File: src/rtl/id_ex_reg_if.sv
// ID/EX boundary bundle: ID-side fields, hazard requests,
// fetch enables and the registered EX-side view.
interface id_ex_reg_if #(
  parameter int DATA_W = 32,
  parameter int CNT_W  = 16
);
  logic              bubble;
  logic              flush;
  logic              id_valid;
  logic [4:0]        id_rs;
  logic [4:0]        id_rt;
  logic [4:0]        id_rd;
  logic [DATA_W-1:0] id_rs_data;
  logic [DATA_W-1:0] id_rt_data;
  logic [DATA_W-1:0] id_imm;
  logic [7:0]        id_ctrl;

  logic              pc_write;
  logic              if_id_write;
  logic              if_id_flush;
  logic              ex_valid;
  logic [4:0]        ex_rs;
  logic [4:0]        ex_rt;
  logic [4:0]        ex_rd;
  logic [DATA_W-1:0] ex_rs_data;
  logic [DATA_W-1:0] ex_rt_data;
  logic [DATA_W-1:0] ex_imm;
  logic [7:0]        ex_ctrl;
  logic              ex_mem_read;
  logic [1:0]        state;
  logic [CNT_W-1:0]  stall_count;
  logic [CNT_W-1:0]  flush_count;

  modport master (
    output bubble, flush, id_valid,
    output id_rs, id_rt, id_rd,
    output id_rs_data, id_rt_data, id_imm, id_ctrl,
    input  pc_write, if_id_write, if_id_flush,
    input  ex_valid, ex_rs, ex_rt, ex_rd,
    input  ex_rs_data, ex_rt_data, ex_imm, ex_ctrl,
    input  ex_mem_read, state, stall_count, flush_count
  );

  modport slave (
    input  bubble, flush, id_valid,
    input  id_rs, id_rt, id_rd,
    input  id_rs_data, id_rt_data, id_imm, id_ctrl,
    output pc_write, if_id_write, if_id_flush,
    output ex_valid, ex_rs, ex_rt, ex_rd,
    output ex_rs_data, ex_rt_data, ex_imm, ex_ctrl,
    output ex_mem_read, state, stall_count, flush_count
  );
endinterface

File: src/rtl/id_ex_reg.sv
// ID/EX pipeline register with load-use bubble / branch flush
// handling and saturating stall/flush event counters.
module id_ex_reg #(
  parameter int DATA_W = 32,
  parameter int CNT_W  = 16
) (
  input logic         clk,
  input logic         rst_n,
  id_ex_reg_if.slave  bus
);
  typedef enum logic [1:0] {
    RUN    = 2'b00,
    BUBBLE = 2'b01,
    FLUSH  = 2'b10
  } state_t;

  state_t state_q;
  state_t state_d;

  logic              valid_q;
  logic [4:0]        rs_q;
  logic [4:0]        rt_q;
  logic [4:0]        rd_q;
  logic [DATA_W-1:0] rs_data_q;
  logic [DATA_W-1:0] rt_data_q;
  logic [DATA_W-1:0] imm_q;
  logic [7:0]        ctrl_q;
  logic [CNT_W-1:0]  stall_q;
  logic [CNT_W-1:0]  flush_q;

  logic stall;
  logic nop;

  assign stall = bus.bubble & ~bus.flush;
  assign nop   = bus.bubble | bus.flush;

  assign bus.pc_write    = ~stall;
  assign bus.if_id_write = ~stall;
  assign bus.if_id_flush = bus.flush;

  // flush outranks bubble
  always_comb begin
    state_d = RUN;
    priority case (1'b1)
      bus.flush:  state_d = FLUSH;
      bus.bubble: state_d = BUBBLE;
      default:    state_d = RUN;
    endcase
  end

  always_ff @(posedge clk or negedge rst_n) begin
    if (!rst_n) begin
      state_q <= RUN;
    end else begin
      state_q <= state_d;
    end
  end

  // a NOP clears rd and mem_read so the bubble drops next cycle
  always_ff @(posedge clk or negedge rst_n) begin
    if (!rst_n) begin
      valid_q   <= 1'b0;
      rs_q      <= '0;
      rt_q      <= '0;
      rd_q      <= '0;
      rs_data_q <= '0;
      rt_data_q <= '0;
      imm_q     <= '0;
      ctrl_q    <= '0;
    end else if (nop) begin
      valid_q   <= 1'b0;
      rs_q      <= '0;
      rt_q      <= '0;
      rd_q      <= '0;
      rs_data_q <= '0;
      rt_data_q <= '0;
      imm_q     <= '0;
      ctrl_q    <= '0;
    end else begin
      valid_q   <= bus.id_valid;
      rs_q      <= bus.id_rs;
      rt_q      <= bus.id_rt;
      rd_q      <= bus.id_rd;
      rs_data_q <= bus.id_rs_data;
      rt_data_q <= bus.id_rt_data;
      imm_q     <= bus.id_imm;
      ctrl_q    <= bus.id_valid ? bus.id_ctrl : 8'h00;
    end
  end

  always_ff @(posedge clk or negedge rst_n) begin
    if (!rst_n) begin
      stall_q <= '0;
      flush_q <= '0;
    end else begin
      if (stall && (stall_q != '1)) begin
        stall_q <= stall_q + 1'b1;
      end
      if (bus.flush && (flush_q != '1)) begin
        flush_q <= flush_q + 1'b1;
      end
    end
  end

  assign bus.ex_valid    = valid_q;
  assign bus.ex_rs       = rs_q;
  assign bus.ex_rt       = rt_q;
  assign bus.ex_rd       = rd_q;
  assign bus.ex_rs_data  = rs_data_q;
  assign bus.ex_rt_data  = rt_data_q;
  assign bus.ex_imm      = imm_q;
  assign bus.ex_ctrl     = ctrl_q;
  assign bus.ex_mem_read = ctrl_q[6] & valid_q;
  assign bus.state       = state_q;
  assign bus.stall_count = stall_q;
  assign bus.flush_count = flush_q;
endmodule

File: src/flat_wrapper.sv
// flat-port wrapper written by rule: the top's interface ports become plain ports
module id_ex_reg_flat 
#(
  parameter int DATA_W = 32,
  parameter int CNT_W  = 16
)
  (clk, rst_n, bus_bubble, bus_flush, bus_id_valid, bus_id_rs, bus_id_rt, bus_id_rd, bus_id_rs_data, bus_id_rt_data, bus_id_imm, bus_id_ctrl, bus_pc_write, bus_if_id_write, bus_if_id_flush, bus_ex_valid, bus_ex_rs, bus_ex_rt, bus_ex_rd, bus_ex_rs_data, bus_ex_rt_data, bus_ex_imm, bus_ex_ctrl, bus_ex_mem_read, bus_state, bus_stall_count, bus_flush_count);
  id_ex_reg_if #(.DATA_W(DATA_W), .CNT_W(CNT_W)) bus_i ();
  input logic clk;
  input logic rst_n;
  input wire logic [$bits(bus_i.bubble)-1:0] bus_bubble;
  input wire logic [$bits(bus_i.flush)-1:0] bus_flush;
  input wire logic [$bits(bus_i.id_valid)-1:0] bus_id_valid;
  input wire logic [$bits(bus_i.id_rs)-1:0] bus_id_rs;
  input wire logic [$bits(bus_i.id_rt)-1:0] bus_id_rt;
  input wire logic [$bits(bus_i.id_rd)-1:0] bus_id_rd;
  input wire logic [$bits(bus_i.id_rs_data)-1:0] bus_id_rs_data;
  input wire logic [$bits(bus_i.id_rt_data)-1:0] bus_id_rt_data;
  input wire logic [$bits(bus_i.id_imm)-1:0] bus_id_imm;
  input wire logic [$bits(bus_i.id_ctrl)-1:0] bus_id_ctrl;
  output wire logic [$bits(bus_i.pc_write)-1:0] bus_pc_write;
  output wire logic [$bits(bus_i.if_id_write)-1:0] bus_if_id_write;
  output wire logic [$bits(bus_i.if_id_flush)-1:0] bus_if_id_flush;
  output wire logic [$bits(bus_i.ex_valid)-1:0] bus_ex_valid;
  output wire logic [$bits(bus_i.ex_rs)-1:0] bus_ex_rs;
  output wire logic [$bits(bus_i.ex_rt)-1:0] bus_ex_rt;
  output wire logic [$bits(bus_i.ex_rd)-1:0] bus_ex_rd;
  output wire logic [$bits(bus_i.ex_rs_data)-1:0] bus_ex_rs_data;
  output wire logic [$bits(bus_i.ex_rt_data)-1:0] bus_ex_rt_data;
  output wire logic [$bits(bus_i.ex_imm)-1:0] bus_ex_imm;
  output wire logic [$bits(bus_i.ex_ctrl)-1:0] bus_ex_ctrl;
  output wire logic [$bits(bus_i.ex_mem_read)-1:0] bus_ex_mem_read;
  output wire logic [$bits(bus_i.state)-1:0] bus_state;
  output wire logic [$bits(bus_i.stall_count)-1:0] bus_stall_count;
  output wire logic [$bits(bus_i.flush_count)-1:0] bus_flush_count;
  assign bus_i.bubble = bus_bubble;
  assign bus_i.flush = bus_flush;
  assign bus_i.id_valid = bus_id_valid;
  assign bus_i.id_rs = bus_id_rs;
  assign bus_i.id_rt = bus_id_rt;
  assign bus_i.id_rd = bus_id_rd;
  assign bus_i.id_rs_data = bus_id_rs_data;
  assign bus_i.id_rt_data = bus_id_rt_data;
  assign bus_i.id_imm = bus_id_imm;
  assign bus_i.id_ctrl = bus_id_ctrl;
  assign bus_pc_write = bus_i.pc_write;
  assign bus_if_id_write = bus_i.if_id_write;
  assign bus_if_id_flush = bus_i.if_id_flush;
  assign bus_ex_valid = bus_i.ex_valid;
  assign bus_ex_rs = bus_i.ex_rs;
  assign bus_ex_rt = bus_i.ex_rt;
  assign bus_ex_rd = bus_i.ex_rd;
  assign bus_ex_rs_data = bus_i.ex_rs_data;
  assign bus_ex_rt_data = bus_i.ex_rt_data;
  assign bus_ex_imm = bus_i.ex_imm;
  assign bus_ex_ctrl = bus_i.ex_ctrl;
  assign bus_ex_mem_read = bus_i.ex_mem_read;
  assign bus_state = bus_i.state;
  assign bus_stall_count = bus_i.stall_count;
  assign bus_flush_count = bus_i.flush_count;
  id_ex_reg #(.DATA_W(DATA_W), .CNT_W(CNT_W)) u_core (.clk(clk), .rst_n(rst_n), .bus(bus_i));
endmodule
File: config.mk
export PLATFORM = sky130hd
export DESIGN_NAME = id_ex_reg_flat
export DESIGN_NICKNAME = d
export VERILOG_FILES = /design/src/rtl/id_ex_reg_if.sv /design/src/rtl/id_ex_reg.sv /design/src/flat_wrapper.sv
export SDC_FILE = /design/constraint.sdc
export NUM_CORES = 1
export LEC_CHECK = 0
export ABC_AREA = 1
export CORE_ASPECT_RATIO = 0.5
export CORE_UTILIZATION = 41
export CTS_BUF_LIST = sky130_fd_sc_hd__clkbuf_16
export DETAILED_ROUTE_END_ITERATION = 16
export GPL_TIMING_DRIVEN = 0
export PLACE_DENSITY_LB_ADDON = 0.2
export SLEW_MARGIN = 30
export SYNTH_ARGS = -nofsm -noshare
export SYNTH_HDL_FRONTEND = slang
export SYNTH_SLANG_ARGS = --single-unit
File: constraint.sdc
create_clock -name clk -period 1.7 [get_ports clk]
set_input_delay 0.34 -clock clk [delete_from_list [all_inputs] [get_ports clk]]
set_output_delay 0.34 -clock clk [all_outputs]
set_load 0.01 [all_outputs]
; Yosys cells after proc, flatten, opt, wreduce, memory -nomap -nowiden
; Index checks and enable logic that the tools add are counted.
[word_totals]
ff_bits = 154
inputBits = 124
output_inout_bits = 158
elab_cells = 33
[op_classes]
n_addsub = 2
n_eq_ne = 2
mux = 11
n_bitwise = 5
reduce_logical = 2
[ops]
columns = cell, n
row1 = $mux W32, 3
row2 = $add A16 B1 Y16 const B, 2
row3 = $ne A16 B16 Y1 const B, 2
row4 = $mux W8, 2
row5 = $mux W5, 3
row6 = $and A1 B1 Y1, 2
row7 = $logic_and A1 B1 Y1, 2
row8 = $mux W1, 2
row9 = $mux W2, 1
row10 = $not A1 Y1, 2
row11 = $or A1 B1 Y1, 1

; Depth between registers and ports, before layout
; Gate-level depths: netlist (run 1).
[depth]
word_depth = 3
mapped_depth = 9
depth_no_buf = 9

; Least setup slack after synthesis (run 1)
; Ideal clock, no wire load.
[synth_timing]
path_type = reg2reg
start = register u_core.flush_q[0] (netlist: u_core.bus.flush_count[0])
end = register u_core.flush_q[11] (netlist: u_core.bus.flush_count[11])
setup_time_ps = 117
t_arrival_ps = 1343
required_time_ps = 1583
path_slack_ps = 240
stages_incl_launch_ff = 8
path_buffers = 1
period_less_slack_ps = 1460
path_cell_list = dfrtp_1 -> ha_1 -> inv_1 -> nor2_2 -> nand4_2 -> buf_6 -> nand3b_1 -> nand2_1
[synth_between]
elab_chain_len = 2
word_cells_on_any_way = 3
classes_between = add/sub: 1 / eq/ne: 1 / reduce/logical: 1
[synth_rtl]
columns = item, line
row1 = "start, declared", id_ex_reg.sv:29  ; logic [CNT_W-1:0] flush_q;
row2 = "start signal, assigned", id_ex_reg.sv:100  ; flush_q <= flush_q + 1'b1;
row3 = branches (longest 2 deep; another with $add A16 B1 Y16), -
; Several ways; the timed one is not identified.
; A chain may end at the register's enable or synchronous reset.

; Worst setup path in the final report (run 1)
[layout_timing]
start = register u_core.ctrl_q[1] (netlist: u_core.bus.ex_ctrl[1])
end = output port bus_ex_ctrl[1]
[layout_rtl]
columns = item, line
row1 = "start, declared", id_ex_reg.sv:27  ; logic [7:0] ctrl_q;
row2 = "start signal, assigned", id_ex_reg.sv:87  ; ctrl_q <= bus.id_valid ? bus.id_ctrl : 8'h00;
row3 = "end, declared", flat_wrapper.sv:31  ; output wire logic [$bits(bus_i.ex_ctrl)-1:0] bus_ex_ctrl;
; No word-level cell between the ends.

==> impl_metrics.env, run 1 <==
export IMPL_drive_gt1_frac=0.1041
export IMPL_r2r_start="u_core.bus.stall_count[0]$_DFFE_PN0P_"
export IMPL_skew_ps=10.90
export IMPL_synth_compound_area_frac=0.01208
export IMPL_dp_cells=1156
export IMPL_clock_power_share=0.404
export IMPL_htreeDepth=4
export IMPL_n_fill_cell=1172
export IMPL_crit_fanout=1
export IMPL_grt_max_degree=70
export IMPL_die_width_microns=174.7
export IMPL_synth_common_cells="154 x dfrtp_1, 149 x nor2_1, 143 x inv_1, 135 x nand2_1, 16 x nand3_1"
export IMPL_first_pass_iters=4
export IMPL_fin_cells=1207
export IMPL_grt_pass1_wl_mm=25.18
export IMPL_reg2reg_to="u_core.bus.stall_count[0]$_DFFE_PN0P_"
export IMPL_final_seq_area_sq_um=3864
export IMPL_post_dp_hpwl_mm=12.06
export IMPL_syn_cell_area_sq_um=6112
export IMPL_max_cap_violations=0
export IMPL_p_int_uw=6883
export IMPL_synth_top_family_by_area="simple AND/OR/NAND/NOR gates"
export IMPL_synthSimpleGateAreaFrac=0.2336
export IMPL_grt_pass1_vias=5011
export IMPL_die_area_sq_um=15430
export IMPL_synth_area_leaders="dfrtp_1 63%, nor2_1 9.2%, inv_1 8.8%"
export IMPL_yosysWarnings=0
export IMPL_grt_usage=0.2111
export IMPL_place_area_sq_um=9223
export IMPL_cts_sinks=154
export IMPL_first_iter_violations=207
export IMPL_rsz0062_at_grt="no"
export IMPL_clockRootBuffer="clkbuf_16"
export IMPL_die_h_microns=88.34
export IMPL_synthAdderAreaFrac=0.004094
export IMPL_cpMaxStageDelayCell="clkdlybuf4s50_1"
export IMPL_combPwrFrac=0.159
export IMPL_synth_seq_cells=154
export IMPL_cts_tree="done"
export IMPL_drc_errors=0
export IMPL_crit_start="u_core.bus.ex_ctrl[1]$_DFF_PN0_"
export IMPL_syn_num_nets=802
export IMPL_critPathBufInv=1
export IMPL_finalMaxSlewViolations=0
export IMPL_peakVddDrop_uv=614.8
export IMPL_grt_overflow=0
export IMPL_synth_mux_area_fraction=0
export IMPL_p_switching_uw=2422
export IMPL_arrival_ps=1310
export IMPL_switching_share=0.2603
export IMPL_yosys_cell_count_top_type="dfrtp_1"
export IMPL_clk_latency_ps=400
export IMPL_synthFlopType="dfrtp_1"
export IMPL_reg2reg_depth=9
export IMPL_endpoint="bus_ex_ctrl[1]"
export IMPL_crit_path_cell_trace="clkdlybuf4s50_1"
export IMPL_ioPinCount=282
export IMPL_final_area_sq_um=9962
export IMPL_post_route_util=0.6867
export IMPL_slew_headroom=0.7414
export IMPL_outcome="complete, no violations"
export IMPL_syn_inst=676
export IMPL_antenna_found_initial=0
export IMPL_routed_via_density=4.261
export IMPL_criticalPathCategory="reg -> out"
export IMPL_synthArstFlopShare=1.000
export IMPL_slowest_delay_ps=560
export IMPL_gp_congestion=0.8218
export IMPL_routed_wirelength_mm=16.14
export IMPL_crit_family="buffers and inverters"
export IMPL_power_frac_seq=0.437
export IMPL_hold_violations=0
export IMPL_path_depth=1
export IMPL_fin_crit_ps=1655
export IMPL_leakage_uw=0.005111
export IMPL_io_buffers=280
export IMPL_synth_top_area_cell="dfrtp_1"
export IMPL_cts_buffers=17
export IMPL_postRouteAntennaNets=0
export IMPL_rows=31
export IMPL_setup_viol=0
export IMPL_timing_final_crit_share=0.9734
export IMPL_final_nets=1123
export IMPL_end_kind="output pin"
export IMPL_area_delta_synth_final_pct=62.99
export IMPL_coreArea_sq_um=14510
export IMPL_crit_required_ps=1360
export IMPL_synth_avg_cell_area_sq_um=9.042
export IMPL_clk_pin_slew_ps=60
export IMPL_r2r_slack_ps=120
export IMPL_synthXorXnorAreaFrac=0.01146
export IMPL_multi_input_area_sq_um=1599
export IMPL_antenna_cells=0
export IMPL_synth_top_area_share=0.6305
export IMPL_cts_buffer_depth=2
export IMPL_clock_fmax_mhz=604.3
export IMPL_synth_distinct_cells=25
export IMPL_powerDensity_nw_per_um2=934.0
export IMPL_worst_pin_slew_ps=387.9
export IMPL_seq_area_frac_synth=0.6305
export IMPL_hold_class="in -> reg"
export IMPL_via_count=5143
export IMPL_avgRoutedWirePerCell_microns=13.37
export IMPL_synth_edf_count=0
export IMPL_startpoint_type="flop"
export IMPL_start_util=0.4213
export IMPL_holdWs_ps=144.3
==> worst min-delay path by stage <==
stage | from | endpoint | slack [ps] | depth (start not counted)
detailed placement | rst_n | u_core.bus.stall_count[9]$_DFFE_PN0P_ | 180 | 1
floorplan | rst_n | u_core.bus.ex_ctrl[0]$_DFF_PN0_ | 40 | 0
finish | bus_flush | u_core.bus.state[1]$_DFF_PN0_ | 140 | 1
CTS | bus_id_valid | u_core.bus.ex_ctrl[5]$_DFF_PN0_ | 300 | 3
global route | bus_flush | u_core.bus.state[1]$_DFF_PN0_ | 140 | 1
global placement | u_core.bus.stall_count[1]$_DFFE_PN0P_ | u_core.bus.stall_count[1]$_DFFE_PN0P_ | 520 | 2
==> cell type report <==
class / count / share of cell area
repair buffers: 302 / 0.3013
inverters: 143 / 0.05388
clock inverters: 14 / 0.01620
clock buffers: 17 / 0.04270
multi-input cells: 360 / 0.1605
plain buffers: 19 / 0.01269
well taps: 198 / 0.02487
flip-flops and latches: 154 / 0.3878
==> state kept, by name, summed over array words and instances (netlist names) <==
name / flops
u_core.bus.ex_rt_data: 32
u_core.bus.ex_rd: 5
u_core.bus.ex_ctrl: 8
u_core.bus.ex_rs: 5
u_core.bus.ex_imm: 32
u_core.bus.flush_count: 16
u_core.bus.ex_rt: 5
u_core.bus.ex_rs_data: 32
u_core.bus.ex_valid: 1
u_core.bus.stall_count: 16
u_core.bus.state: 2
==> repair_timing <==
item | 4_1_cts | 5_1_grt
pin swaps | 1 | 0
gates resized for setup | 28 | 9
setup endpoints to repair | 122 | 104
endpoints found under the hold margin | 19 | 0
hold buffers | 1 | 0
buffers inserted | 19 | 0
==> metrics by stage <==
stage	total power, uW	TNS, ps	setup WS (ps)
after detailed placement	5605	-48990	-528.6
after floorplan	4643	0	239.9
after global routing	9725	0	4.061
final	9305	0	45.21
after global placement	5562	-971160	-6008
after CTS	9397	0	8.570
==> routing by layer <==
| layer | wire length, microns | GRT usage |
|---|---|---|
| met1 | 6447 | 0.2456 |
| met2 | 8497 | 0.3806 |
| met3 | 979 | 0.06701 |
| met4 | 216 | 0.06245 |
| met5 | 0 | 0 |
==> cell families (layout without fill, tap and decap cells) <==
family	after synthesis	in the layout
and+or+nand+nor	336	336
buffers and inverters	162	495
DFF	154	154
AOI/OAI and AO/OA	14	14
xor gates and xnor gates	8	8
adders and majority gates	2	2
==> power by group through the flow <==
stage	logic, uW	registers (uW)	clock network [uW]
floorplan	415	4230	0
detailed placement	1450	4150	0
global placement	1410	4150	0
finish	1480	4070	3760
CTS	1500	4060	3840
global route	1630	4090	4000
==> cell usage in the layout (no fill, tap or decap), types with 3 or more instances in the layout <==
| master | synthesis | final |
|---|---|---|
| buf_2 | 12 | 12 |
| buf_4 | 2 | 21 |
| clkbuf_16 | 0 | 17 |
| clkdlybuf4s50_1 | 0 | 256 |
| clkinvlp_4 | 0 | 3 |
| dfrtp_1 | 154 | 146 |
| dfrtp_2 | 0 | 8 |
| dlygate4sd2_1 | 0 | 17 |
| dlymetal6s2s_1 | 0 | 5 |
| inv_1 | 143 | 142 |
| inv_6 | 0 | 7 |
| nand2_1 | 135 | 135 |
| nand2_2 | 8 | 8 |
| nand3_1 | 16 | 16 |
| nand3b_1 | 6 | 6 |
| nand4_1 | 6 | 6 |
| nor2_1 | 149 | 149 |
| nor2_2 | 6 | 6 |
| nor2_4 | 5 | 5 |
| o21ai_0 | 10 | 10 |
| o21ai_1 | 3 | 3 |
| xnor2_1 | 6 | 6 |
(Power assumes the default switching activity.)
==> inputs of run 2 (changes only) <==
CORE_UTILIZATION = 37   (was 41)
GPL_TIMING_DRIVEN = unset   (was 0)
clock period = 1.41 ns   (was 1.7 ns; I/O delays follow)
==> run 2 against run 1 <==
  * Worst hold slack improved by 5.1 ps
  * Via count increased by 4.7%
  * Sequential share of layout area decreased by 1.9 points
  * Count of clock-buffer cells in the layout unchanged
  * Flip-flop and latch count unchanged
  * Critical path depth increased by 9
  * Final area increased by 5.1%
  * Largest power group unchanged
  * The flow now finishes with violations (setup timing)
  * Clock power increased by 19%
  * Wire length increased by 9.3%
  * Clock skew about the same
  * Largest cell class unchanged
  * Non-clock buffer count increased by 42
  * Critical path type is now reg -> reg
  * Die area increased by 11%
==> impl_metrics.env, run 2 (same netlist as run 1, synthesis figures left out) <==
export IMPL_outcome="complete, but fails checks"
export IMPL_failed_checks="setup timing"
export IMPL_arrival_ps=1720
export IMPL_slowest_delay_ps=350
export IMPL_via_count=5383
export IMPL_die_width_microns=183.8
export IMPL_grt_pass1_wl_mm=28.28
export IMPL_timing_final_ws_setup_ps=-15.04
export IMPL_reg2reg_depth=10
export IMPL_area_delta_synth_final_pct=71.26
export IMPL_coreArea_sq_um=15780
export IMPL_crit_path_cell_trace="buf_4, ha_4, inv_2, nor2_4, nand2_2, nor2_4, nor2_4, buf_6, nand2_1, o21ai_0"
export IMPL_postRouteAntennaNets=0
export IMPL_cts_tree="done"
export IMPL_grt_max_degree=42
export IMPL_cpMaxStageDelayCell="dfrtp_1"
export IMPL_drc_errors=0
export IMPL_slew_headroom=0.7033
export IMPL_fin_crit_ps=1425
export IMPL_crit_family="simple AND/OR/NAND/NOR gates"
export IMPL_gp_congestion=0.8439
export IMPL_crit_top_cell="nor2_4"
export IMPL_post_dp_hpwl_mm=12.57
export IMPL_rsz0062_at_grt="yes"
export IMPL_cts_sinks=154
export IMPL_clock_fmax_mhz=701.7
export IMPL_hold_class="in -> reg"
export IMPL_crit_required_ps=1710
export IMPL_setup_viol=3
export IMPL_first_pass_iters=4
export IMPL_start_util=0.3875
export IMPL_routed_via_density=4.225
export IMPL_r2r_slack_ps=-20
export IMPL_antenna_cells=0
export IMPL_holdWs_ps=149.4
export IMPL_die_area_sq_um=17070
export IMPL_routed_wirelength_mm=17.64
export IMPL_layout_common_cells="146 x dfrtp_1, 140 x inv_1, 136 x nor2_1"
export IMPL_rows=32
export IMPL_final_setup_tns_ps=-30.73
export IMPL_min_delay_start="bus_flush"
export IMPL_dp_slack_ps=-389.4
export IMPL_skew_ps=11.18
export IMPL_worst_pin_slew_ps=445.0
export IMPL_reg2reg_to="u_core.bus.stall_count[10]$_DFFE_PN0P_"
export IMPL_hold_violations=0
export IMPL_avgRoutedWirePerCell_microns=13.84
export IMPL_die_h_microns=92.88
export IMPL_power_total_uw=11640
export IMPL_timing_final_crit_share=1.011
export IMPL_final_common_cell="dfrtp_1"
export IMPL_critPathBufInv=3
export IMPL_criticalPathCategory="reg -> reg"
export IMPL_crit_fanout=6
export IMPL_cts_buffers=17
export IMPL_peakVddDrop_uv=889.6
export IMPL_startpoint_type="flop"
export IMPL_max_cap_violations=0
export IMPL_clk_pin_slew_ps=70
export IMPL_hold_end="u_core.bus.state[1]$_DFF_PN0_"
export IMPL_final_nets=1166
export IMPL_cts_buffer_depth=2
export IMPL_ioPinCount=282
export IMPL_post_route_util=0.6635
export IMPL_drive_gt1_frac=0.1890
export IMPL_htreeDepth=4
export IMPL_antenna_found_initial=0
export IMPL_finalMaxSlewViolations=0
export IMPL_clk_latency_ps=410
export IMPL_min_path_cells=2
export IMPL_powerDensity_nw_per_um2=1112
export IMPL_grt_usage=0.2163
export IMPL_grt_overflow=0
export IMPL_r2r_start="u_core.bus.stall_count[1]$_DFFE_PN0P_"
export IMPL_leakage_uw=0.005873
export IMPL_end_kind="flop"
export IMPL_first_iter_violations=172
export IMPL_clockRootBuffer="clkbuf_16"
export IMPL_grt_pass1_vias=5575
export IMPL_io_buffers=281
[run 2: cell count changes in the layout (fill, tap and decap cells not counted), moves of 8 or more]
cell and delta:
clkdlybuf4s50_1 -135, dlygate4sd2_1 +114, buf_4 +35, nand2_1 -19
buf_6 +18, nand2_2 +15, clkdlybuf4s15_1 +14, nor2_1 -13
buf_12 +8, nor2_4 +8
[run 2: routing by layer]
layer / global-route usage / up-vias / wire length [microns]
li1: - / 2694 / -
met1: 0.2443 / 2531 / 6902
met2: 0.3961 / 131 / 9387
met3: 0.05977 / 27 / 991
met4: 0.06944 / 0 / 356
met5: 0 / - / 0
[run 2: worst max path at each step]
stage                                                     start                                      to  slack (ps)  cells after the start
after floorplan           u_core.bus.flush_count[1]$_DFFE_PN0P_  u_core.bus.flush_count[11]$_DFFE_PN0P_          10                      7
after global placement                                bus_flush                            bus_pc_write        -390                      4
after detailed placement                              bus_flush                         bus_if_id_write        -390                      4
after CTS                 u_core.bus.flush_count[3]$_DFFE_PN0P_                      bus_flush_count[3]           2                      1
after global routing      u_core.bus.stall_count[1]$_DFFE_PN0P_   u_core.bus.stall_count[0]$_DFFE_PN0P_         -90                     10
final                     u_core.bus.stall_count[1]$_DFFE_PN0P_  u_core.bus.stall_count[10]$_DFFE_PN0P_         -20                     10
[run 2: layout make-up]
cell class / instances / area (sq um)
multi-input combinational: 361 / 1804
tap: 221 / 276.5
inverter: 143 / 541.8
clock buffer: 17 / 425.4
sequential: 154 / 3864
clock inverter: 15 / 152.6
fill: 1356 / 5308
timing repair buffer: 363 / 3403
[run 2: repair_timing]
action                                  4_1_cts  5_1_grt
pin swaps                                     3       28
gates cloned                                  0        2
endpoints found under the setup margin      180       54
hold buffers                                  1        0
buffers inserted                             31        5
hold endpoints to repair                     34        0
resized for setup                           213       84
[run 2: per-stage QoR]
| stage | cells | cell area (sq um) |
|---|---|---|
| 3_3_place_gp | 1203 | 9538 |
| 3_5_place_dp | 1203 | 9538 |
| 2_1_floorplan | 676 | 6128 |
| 4_1_cts | 1267 | 10210 |
| 5_1_grt | 1274 | 10470 |
| 6_report | 1274 | 10470 |
[run 2: power by group]
part / internal, uW / switching, uW
clock network: 2370 / 2110
registers: 4690 / 159
logic: 1240 / 1080
total: 8290 / 3350
==> inputs of run 3 (changes only) <==
TNS_END_PERCENT = 20   (was unset)
==> run 3 against run 2 <==
  * Final cell count is 0.63% lower
  * First-iteration DRC count is 31% higher
  * Total power hardly changed
  * Global-route usage is 0.32 points lower
  * Worst hold slack better by 190 ps
  * Flip-flop and latch count stayed put
  * Count of clock-buffer cells in the layout stayed put
  * Sequential power hardly changed
  * Final area is 1.9% lower
  * Setup slack better by 30 ps
  * Register-to-register slack better by 30 ps
  * Critical path type unchanged
  * The flow now finishes without violations
  * Combinational power is 8.6% lower
==> impl_metrics.env, run 3 (same netlist as run 1, synthesis figures left out) <==
export IMPL_first_pass_iters=5
export IMPL_p_switching_uw=3160
export IMPL_hold_class="in -> async"
export IMPL_layout_common_cells="145 x dfrtp_1, 141 x inv_1, 137 x nor2_1"
export IMPL_skew_ps=11.44
export IMPL_leakage_uw=0.005802
export IMPL_p_int_uw=8470
export IMPL_worst_pin_slew_ps=381.7
export IMPL_first_iter_violations=226
export IMPL_start_util=0.3875
export IMPL_combPwrFrac=0.182
export IMPL_fin_crit_ps=1395
export IMPL_crit_required_ps=1710
export IMPL_htreeDepth=4
export IMPL_end_kind="flop"
export IMPL_crit_fanout=6
export IMPL_grt_pass1_wl_mm=27.96
export IMPL_clockRootBuffer="clkbuf_16"
export IMPL_routed_via_density=4.261
export IMPL_grt_util_met3=0.07471
export IMPL_use_met1=0.2288
export IMPL_drive_gt1_frac=0.1818
export IMPL_criticalPathCategory="reg -> reg"
export IMPL_fin_cells=1266
export IMPL_clk_latency_ps=410
export IMPL_avgRoutedWirePerCell_microns=13.71
export IMPL_final_setup_tns_ps=0
export IMPL_setup_viol=0
export IMPL_powerDensity_nw_per_um2=1133
export IMPL_post_dp_hpwl_mm=12.39
export IMPL_max_cap_violations=0
export IMPL_arrival_ps=1690
export IMPL_rsz0062_at_grt="yes"
export IMPL_place_area_sq_um=9430
export IMPL_peakVddDrop_uv=896.1
export IMPL_met2_usage=0.3902
export IMPL_coreArea_sq_um=15780
export IMPL_final_nets=1158
export IMPL_finalMaxSlewViolations=0
export IMPL_dp_cells=1195
export IMPL_rows=32
export IMPL_cts_tree="done"
export IMPL_postRouteAntennaNets=0
export IMPL_grt_max_degree=65
export IMPL_clock_fmax_mhz=716.6
export IMPL_slew_headroom=0.7455
export IMPL_n_fill_cell=1356
export IMPL_io_buffers=281
export IMPL_drc_errors=0
export IMPL_cts_buffer_depth=2
export IMPL_final_common_cell="dfrtp_1"
export IMPL_die_area_sq_um=17070
export IMPL_gp_congestion=0.8280
export IMPL_outcome="complete, no violations"
export IMPL_switching_share=0.2717
export IMPL_ioPinCount=282
export IMPL_grt_pass1_vias=5600
export IMPL_timing_final_crit_share=0.9896
export IMPL_holdWs_ps=340.9
export IMPL_area_delta_synth_final_pct=67.98
export IMPL_routed_wirelength_mm=17.35
export IMPL_cts_sinks=154
export IMPL_clk_pin_slew_ps=70
export IMPL_busiest_layer="met2"
export IMPL_dp_slack_ps=-399.9
export IMPL_grt_overflow=0
export IMPL_power_frac_seq=0.419
export IMPL_antenna_found_initial=0
export IMPL_grt_usage=0.2131
export IMPL_via_count=5395
export IMPL_die_h_microns=92.88
export IMPL_cts_buffers=17
export IMPL_startpoint_type="flop"
export IMPL_hold_violations=0
export IMPL_clock_power_share=0.399
export IMPL_antenna_cells=0
export IMPL_die_width_microns=183.8
export IMPL_final_area_sq_um=10270
export IMPL_timing_final_ws_setup_ps=14.59
-- run 3: area by class of cell --
cell class | count | area (sq um) | area share
flip-flops and latches | 154 | 3865 | 0.3764
repair buffers | 356 | 3248 | 0.3164
multi-input cells | 360 | 1748 | 0.1702
inverters | 143 | 538.0 | 0.05240
clock buffers | 17 | 425.4 | 0.04143
well taps | 221 | 276.5 | 0.02693
clock inverters | 15 | 166.4 | 0.01621
-- run 3: what timing repair did --
action / in CTS / in global routing
pin swaps: 5 / 21
endpoints found under the setup margin: 179 / 52
buffers inserted: 30 / 7
resized for setup: 215 / 68
hold endpoints to repair: 30 / 0
hold buffers: 1 / 0
cloned: 0 / 1
-- run 3: critical path, stage by stage, from the launching register on --
cell and delay, ps:
dfrtp_1 370, ha_2 210, inv_2 50, nor2_4 140, nand2_2 80, nor2_2 100
nor2_2 70, buf_6 140, nand2_1 60, o21ai_0 70
-- run 3: worst paths after layout --
| check | endpoint | depth (start not counted) | slack (ps) | start |
|---|---|---|---|---|
| hold reg to reg | u_core.bus.stall_count[4]$_DFFE_PN0P_ | 2 | 530 | u_core.bus.stall_count[4]$_DFFE_PN0P_ |
| setup / recovery | u_core.bus.stall_count[10]$_DFFE_PN0P_ | 9 | 10 | u_core.bus.stall_count[0]$_DFFE_PN0P_ |
| max in group asynchronous | u_core.bus.ex_rt_data[12]$_DFF_PN0_ | 3 | 560 | rst_n |
| setup reg to reg | u_core.bus.stall_count[10]$_DFFE_PN0P_ | 9 | 10 | u_core.bus.stall_count[0]$_DFFE_PN0P_ |
| min in group clk | u_core.bus.ex_rt_data[19]$_DFF_PN0_ | 3 | 370 | bus_id_rt_data[19] |
| hold / removal | u_core.bus.ex_imm[14]$_DFF_PN0_ | 2 | 340 | rst_n |
-- run 3: per-stage QoR --
| step | power (uW) | util |
|---|---|---|
| finish | 11630 | 0.6509 |
| floorplan | 5605 | - |
| detailed placement | 6944 | 0.5978 |
| global route | 12180 | 0.6509 |
| global placement | 6895 | 0.5978 |
| CTS | 11630 | 0.6390 |
-- run 3: layer usage --
layer / wire length (microns) / vias to the layer above
li1: - / 2667
met1: 6363 / 2531
met3: 1253 / 27
met4: 300 / 0
met5: 0 / -
met2: 9435 / 170
-- run 3: power groups by stage --
stage	Clock, uW	Combinational [uW]	Sequential [uW]
after detailed placement	0	1970	4970
after floorplan	0	505	5100
after CTS	4740	2030	4850
after global routing	4960	2320	4900
after global placement	0	1930	4960
final	4640	2120	4870
